### src/rtl/rc4_key_expander_if.sv
// Handshake bundle between the key host, the key expander and the RC4 core.
// The master drives key bytes in and accepts the expanded stream; the slave is the expander.
interface rc4_key_expander_if;
    logic       load_valid;
    logic       load_ready;
    logic [7:0] load_byte;
    logic       load_last;
    logic       key_rvalid;
    logic       key_rready;
    logic [7:0] key_out;
    logic       key_last;

    modport master (
        output load_valid, load_byte, load_last, key_rready,
        input  load_ready, key_rvalid, key_out, key_last
    );

    modport slave (
        input  load_valid, load_byte, load_last, key_rready,
        output load_ready, key_rvalid, key_out, key_last
    );
endinterface

### src/rtl/rc4_key_expander.sv
// Stores a 1..MAX_KEY_LEN byte key, then replays K[i mod key_len] for i = 0..255 to the RC4 core.
// Optional macro RC4_KEY_ZEROIZE_EN: wipe the key memory after every 256-byte stream.
module rc4_key_expander #(
    parameter int MAX_KEY_LEN = 16,
    localparam int LEN_W = $clog2(MAX_KEY_LEN + 1)
) (
    input  logic                 clk,
    input  logic                 rst,
    rc4_key_expander_if.slave    kif,
    output logic [LEN_W-1:0]     key_len,
    output logic                 trunc_err,
    output logic                 busy
);
    localparam int AW = (MAX_KEY_LEN > 1) ? $clog2(MAX_KEY_LEN) : 1;

`ifdef RC4_KEY_ZEROIZE_EN
    typedef enum logic [1:0] {S_LOAD, S_STREAM, S_ZERO} state_t;
`else
    typedef enum logic [1:0] {S_LOAD, S_STREAM} state_t;
`endif

    state_t state_reg, state_next;

    logic [7:0]       mem [MAX_KEY_LEN];
    logic [LEN_W-1:0] wr_cnt_reg;
    logic [LEN_W-1:0] rd_idx_reg;
    logic [LEN_W-1:0] rd_idx_next;
    logic [LEN_W-1:0] key_len_reg;
    logic [7:0]       out_cnt_reg;
    logic [7:0]       key_out_reg;
    logic             key_rvalid_reg;
    logic             key_last_reg;
    logic             trunc_err_reg;
    logic             load_ready;

    logic             load_fire;
    logic             load_exit;
    logic             wr_at_max;
    logic             key_fire;
    logic             stream_done;
    logic             mem_we;
    logic [AW-1:0]    mem_waddr;
    logic [7:0]       mem_wdata;

`ifdef RC4_KEY_ZEROIZE_EN
    logic [AW-1:0]    zero_cnt_reg;
    logic             zero_done;
    assign zero_done = (zero_cnt_reg == AW'(MAX_KEY_LEN - 1));
`endif

    assign wr_at_max   = (wr_cnt_reg == LEN_W'(MAX_KEY_LEN - 1));
    assign load_fire   = kif.load_valid & (state_reg == S_LOAD);
    assign load_exit   = load_fire & (kif.load_last | wr_at_max);
    assign key_fire    = key_rvalid_reg & kif.key_rready;
    assign stream_done = key_fire & (out_cnt_reg == 8'd255);
    assign rd_idx_next = (rd_idx_reg == key_len_reg - LEN_W'(1)) ? '0 : rd_idx_reg + LEN_W'(1);

    always_ff @(posedge clk or negedge rst) begin
        if (!rst) state_reg <= S_LOAD;
        else      state_reg <= state_next;
    end

    always_comb begin
        state_next = state_reg;
        load_ready = 1'b0;
        busy       = 1'b1;
        case (state_reg)
            S_LOAD: begin
                load_ready = 1'b1;
                busy       = 1'b0;
                if (load_exit) state_next = S_STREAM;
            end
            S_STREAM: begin
`ifdef RC4_KEY_ZEROIZE_EN
                if (stream_done) state_next = S_ZERO;
`else
                if (stream_done) state_next = S_LOAD;
`endif
            end
`ifdef RC4_KEY_ZEROIZE_EN
            S_ZERO: begin
                if (zero_done) state_next = S_LOAD;
            end
`endif
            default: state_next = S_LOAD;
        endcase
    end

    // Single write port shared by key loading and zeroization
    always_comb begin
        mem_we    = load_fire;
        mem_waddr = wr_cnt_reg[AW-1:0];
        mem_wdata = kif.load_byte;
`ifdef RC4_KEY_ZEROIZE_EN
        if (state_reg == S_ZERO) begin
            mem_we    = 1'b1;
            mem_waddr = zero_cnt_reg;
            mem_wdata = 8'h00;
        end
`endif
    end

    always_ff @(posedge clk) begin
        if (mem_we) mem[mem_waddr] <= mem_wdata;
    end

    always_ff @(posedge clk or negedge rst) begin
        if (!rst) begin
            wr_cnt_reg     <= '0;
            rd_idx_reg     <= '0;
            key_len_reg    <= '0;
            out_cnt_reg    <= '0;
            key_out_reg    <= '0;
            key_rvalid_reg <= 1'b0;
            key_last_reg   <= 1'b0;
            trunc_err_reg  <= 1'b0;
        end else begin
            trunc_err_reg <= 1'b0;
            if (load_fire) begin
                if (load_exit) begin
                    wr_cnt_reg     <= '0;
                    key_len_reg    <= wr_cnt_reg + LEN_W'(1);
                    rd_idx_reg     <= '0;
                    out_cnt_reg    <= '0;
                    key_rvalid_reg <= 1'b1;
                    key_last_reg   <= 1'b0;
                    trunc_err_reg  <= ~kif.load_last;
                    // A one-byte key is written on this same edge, so bypass the memory
                    key_out_reg    <= (wr_cnt_reg == '0) ? kif.load_byte : mem[0];
                end else begin
                    wr_cnt_reg <= wr_cnt_reg + LEN_W'(1);
                end
            end
            if (key_fire) begin
                if (out_cnt_reg == 8'd255) begin
                    key_rvalid_reg <= 1'b0;
                    key_last_reg   <= 1'b0;
                    out_cnt_reg    <= '0;
                    rd_idx_reg     <= '0;
`ifdef RC4_KEY_ZEROIZE_EN
                    key_len_reg    <= '0;
`endif
                end else begin
                    out_cnt_reg  <= out_cnt_reg + 8'd1;
                    key_last_reg <= (out_cnt_reg == 8'd254);
                    rd_idx_reg   <= rd_idx_next;
                    key_out_reg  <= mem[rd_idx_next[AW-1:0]];
                end
            end
        end
    end

`ifdef RC4_KEY_ZEROIZE_EN
    always_ff @(posedge clk or negedge rst) begin
        if (!rst)                    zero_cnt_reg <= '0;
        else if (state_reg != S_ZERO) zero_cnt_reg <= '0;
        else                         zero_cnt_reg <= zero_cnt_reg + AW'(1);
    end
`endif

    assign kif.load_ready = load_ready;
    assign kif.key_rvalid = key_rvalid_reg;
    assign kif.key_out    = key_out_reg;
    assign kif.key_last   = key_last_reg;
    assign key_len        = key_len_reg;
    assign trunc_err      = trunc_err_reg;
endmodule

### src/flat_wrapper.sv
// flat-port wrapper written by rule: the top's interface ports become plain ports
module rc4_key_expander_flat 
#(
    parameter int MAX_KEY_LEN = 16,
    localparam int LEN_W = $clog2(MAX_KEY_LEN + 1)
)
  (clk, rst, key_len, trunc_err, busy, kif_load_valid, kif_load_byte, kif_load_last, kif_key_rready, kif_load_ready, kif_key_rvalid, kif_key_out, kif_key_last);
  rc4_key_expander_if kif_i ();
  input  logic clk;
  input  logic rst;
  output logic [LEN_W-1:0] key_len;
  output logic trunc_err;
  output logic busy;
  input wire logic [$bits(kif_i.load_valid)-1:0] kif_load_valid;
  input wire logic [$bits(kif_i.load_byte)-1:0] kif_load_byte;
  input wire logic [$bits(kif_i.load_last)-1:0] kif_load_last;
  input wire logic [$bits(kif_i.key_rready)-1:0] kif_key_rready;
  output wire logic [$bits(kif_i.load_ready)-1:0] kif_load_ready;
  output wire logic [$bits(kif_i.key_rvalid)-1:0] kif_key_rvalid;
  output wire logic [$bits(kif_i.key_out)-1:0] kif_key_out;
  output wire logic [$bits(kif_i.key_last)-1:0] kif_key_last;
  assign kif_i.load_valid = kif_load_valid;
  assign kif_i.load_byte = kif_load_byte;
  assign kif_i.load_last = kif_load_last;
  assign kif_i.key_rready = kif_key_rready;
  assign kif_load_ready = kif_i.load_ready;
  assign kif_key_rvalid = kif_i.key_rvalid;
  assign kif_key_out = kif_i.key_out;
  assign kif_key_last = kif_i.key_last;
  rc4_key_expander #(.MAX_KEY_LEN(MAX_KEY_LEN)) u_core (.clk(clk), .rst(rst), .kif(kif_i), .key_len(key_len), .trunc_err(trunc_err), .busy(busy));
endmodule
### config.mk
export PLATFORM = sky130hd
export DESIGN_NAME = rc4_key_expander_flat
export DESIGN_NICKNAME = d
export VERILOG_FILES = /design/src/rtl/rc4_key_expander_if.sv /design/src/rtl/rc4_key_expander.sv /design/src/flat_wrapper.sv
export SDC_FILE = /design/constraint.sdc
export NUM_CORES = 1
export LEC_CHECK = 0
export BUFFER_PORTS_ARGS = -buffer_cell sky130_fd_sc_hd__buf_2
export CELL_PAD_IN_SITES_DETAIL_PLACEMENT = 1
export CELL_PAD_IN_SITES_GLOBAL_PLACEMENT = 1
export CORE_ASPECT_RATIO = 1.5
export CORE_MARGIN = 3
export CORE_UTILIZATION = 35
export CTS_BUF_LIST = sky130_fd_sc_hd__clkbuf_16
export CTS_CLUSTER_DIAMETER = 150
export DETAILED_ROUTE_END_ITERATION = 16
export GPL_TIMING_DRIVEN = 1
export PLACE_DENSITY = 0.6
export SETUP_SLACK_MARGIN = 0.3
export SLEW_MARGIN = 15
export SYNTH_ARGS = -nofsm -noshare
export SYNTH_HDL_FRONTEND = slang
export SYNTH_SLANG_ARGS = --single-unit
### constraint.sdc
create_clock -name clk -period 2.2 [get_ports clk]
set_input_delay 0.55 -clock clk [delete_from_list [all_inputs] [get_ports clk]]
set_output_delay 0.55 -clock clk [all_outputs]
set_load 0.1 [all_outputs]
==> results.txt <==
Yosys reg bits -> 163
Final Instance Area -> 0.00903 mm^2
Failing checks -> negative setup slack
Filler cells -> 2072
DRT Pass-1 Iters -> 4
Worst IR Drop VDD -> 0.698 mV
Initial core utilization -> 35.9%
Crit-path slowest cell -> dfrtp_4
Initial antenna violation count -> 0
Vias per cell -> 5.33
Yosys warns -> 0
Clk pin slew, worst setup/hold paths -> 0.06 ns
Pin count of the biggest net entering global routing -> 32
Htree depth -> 4
Cell taking the most area after synthesis -> edfxtp_1
Clock latency on the worst-skew pair -> 0.44 ns
Lkg Pwr -> 3.34 nW
Setup Skew -> 0.0124 ns
Row Count -> 63
Finished Layout Cells -> 922
Worst EP arrival -> 2.55 ns
Largest register FFs -> 128
Bufs on Longest Clock Path -> 2
First-pass GRT wire length -> 30700 um
Inserted Clock Buffers -> 17
Tightest Hold Check Type -> in2async
Num ports -> 31
Chip height -> 181 um
WS Path Type -> reg2reg
Post-Route WL -> 20200 um
Crit. End Element -> flip-flop
Busiest grt layer -> met2
Die footprint -> 0.0221 mm^2
Met3 Use GR -> 4.48%
Fin crit share -> 100%
Count of final hold-check violations -> 0
Share of layout cells above drive strength 1 -> 32.6%
Worst-Margin Slew -> 0.765 ns
Post-layout net count -> 671
Mapped Area -> 0.00712 mm^2
Synth top area share -> 54.0%
DP HPWL -> 13700 um
Top cells by count, synth -> edfxtp_1 (128), nand2_1 (72), o21ai_0 (42)
Mapped Nets -> 576
Core area -> 0.0199 mm^2
GR Overflow Total -> 0
Port-buffer cells -> 30
Die W -> 122 um
Status -> complete, but fails checks
CTS tree -> yes
Seq/Total Area, Yosys -> 66.3%
Area delta synth->final -> 26.8%
Max_slew headroom -> 49.0%
Power density of the placed cells -> 1400 mW/mm^2
Post-synth EDFFs -> 128
Antenna Cells -> 0
Root Driver -> clkbuf_16
Crit path cell chain -> inv_4, ha_4, xor2_1, nor2_1, o311ai_4, buf_6, nand3b_4, a211o_1, o211ai_1
Met1 Resource Use GR -> 21.8%
Final slew viol count -> 0
DRC violation count after routing -> 0
Buffers & Inverters on Critical Path -> 2
Ys async rst share -> 21.5%
Total GRT Usage -> 19.0%
DRT antenna net count -> 0
Inst Count DP -> 873
Placed cell area -> 0.00809 mm^2
Gpl congestion -> 0.746
RSZ-0062 raised after global routing -> yes
Syn_area_per_cell -> 12.9 um^2
Vias in the first global route -> 5263
Tmin final -> 2.20 ns
Critical path launch point type -> flip-flop
Worst path required time -> 2.55 ns
Synth Flop Type -> edfxtp_1
Worst setup margin -> -0.00150 ns
Synth area leaders -> edfxtp_1 (54%), dfrtp_1 (12%), nand2_1 (3.8%)
Endpoints failing setup -> 2
Sink Count -> 163
Via count -> 4915
Crit Path Max Fanout -> 10
DR WL/cell -> 21.9 um
Synth Instances -> 554
Critical path's largest stage delay -> 0.48 ns
Most frequent cell after synthesis -> edfxtp_1
F_max -> 454 MHz
Max cap viols -> 0
Delay-heaviest family, CP -> compound AO/OA/AOI/OAI gates
Netlist cell types -> 53
GR Util met2 -> 33.2%
DR iter-0 viols -> 256
-- placed cells by master, fill, tap and decap left out, types with 4 or more instances in the layout --
master / count
nor2_1: 25
a31oi_1: 7
and3_1: 8
a211o_1: 8
o21ai_1: 13
clkinv_2: 4
inv_1: 12
dfrtp_1: 27
nand2_1: 66
nand3_1: 29
and2_1: 8
buf_12: 5
o21ai_2: 10
mux2i_1: 11
a21oi_1: 24
ha_1: 6
o31a_1: 7
nand2b_1: 4
xor2_1: 4
nand4_1: 4
mux4_2: 8
o21ai_0: 18
edfxtp_1: 128
dfrtp_2: 5
nand2_2: 6
a2bb2oi_1: 7
nor2_2: 13
buf_4: 64
mux2_2: 7
buf_6: 8
xnor2_1: 4
buf_2: 26
a21boi_0: 7
clkbuf_16: 17
-- per-layer routing --
layer | up-vias | share of wire [%]
met5 | - | 0
met4 | 0 | 3.5
met3 | 25 | 4.0
met2 | 107 | 54
met1 | 2525 | 39
li1 | 2258 | -
-- cell families after synthesis --
family,share of synthesized area [%]
muxes,5.18
and+or+nand+nor,11.9
DFF,66.3
adders and majority gates,1.58
buffers and inverters,2.53
AOI/OAI and AO/OA,11.2
xor gates and xnor gates,1.35
-- metrics by stage --
step / hold slack, ns / TNS, ns / setup slack (ns) / util, % / power (mW)
finish: 0.188 / -0.00164 / -0.00150 / 45.5 / 12.6
global route: 0.229 / -0.614 / -0.110 / 45.5 / 13.3
CTS: 0.198 / 0 / 0.0237 / 44.5 / 12.6
detailed placement: 0.497 / -0.168 / -0.0407 / 40.7 / 9.59
global placement: 0.464 / 0 / 0.0280 / 40.7 / 9.51
floorplan: 0.254 / 0 / 0.0244 / - / 7.71
-- power by group --
group / internal, mW / switching [mW]
clock network: 1.64 / 1.18
registers: 3.59 / 0.223
logic: 2.28 / 3.73
total: 7.51 / 5.13
-- worst paths after layout --
| kind | start | end | slack, ns | cells past startpoint |
|---|---|---|---|---|
| setup / recovery | u_core.key_len[1] | u_core.kif.key_out[7] | -0.001 | 9 |
| hold / removal | rst | u_core.key_len[4] | 0.19 | 1 |
| setup reg to reg | u_core.key_len[1] | u_core.kif.key_out[7] | -0.001 | 9 |
| hold reg to reg | u_core.out_cnt_reg[7] | u_core.out_cnt_reg[7] | 0.50 | 1 |
| max in group asynchronous | rst | u_core.kif.key_out[2] | 1.42 | 2 |
| min in group clk | kif_load_last | u_core.trunc_err | 0.34 | 2 |
-- area by class of cell --
type,count,area [um^2],share of cell area [%]
clock buffers,17,425,4.71
clock inverters,15,130,1.44
inverters,9,36.3,0.402
multi-input cells,352,2510,27.8
flip-flops and latches,163,4740,52.5
well taps,260,325,3.60
repair buffers,106,868,9.61
-- repair_timing --
action                     in CTS  in global routing
setup endpoints to repair      27                 37
gates cloned                    3                  1
gates resized for setup        23                 43
pin swaps                       9                 10
hold endpoints to repair        0                  0
setup buffers                  10                  3
hold buffers                    0                  0
No activity file was read; power rests on OpenSTA's default activity.
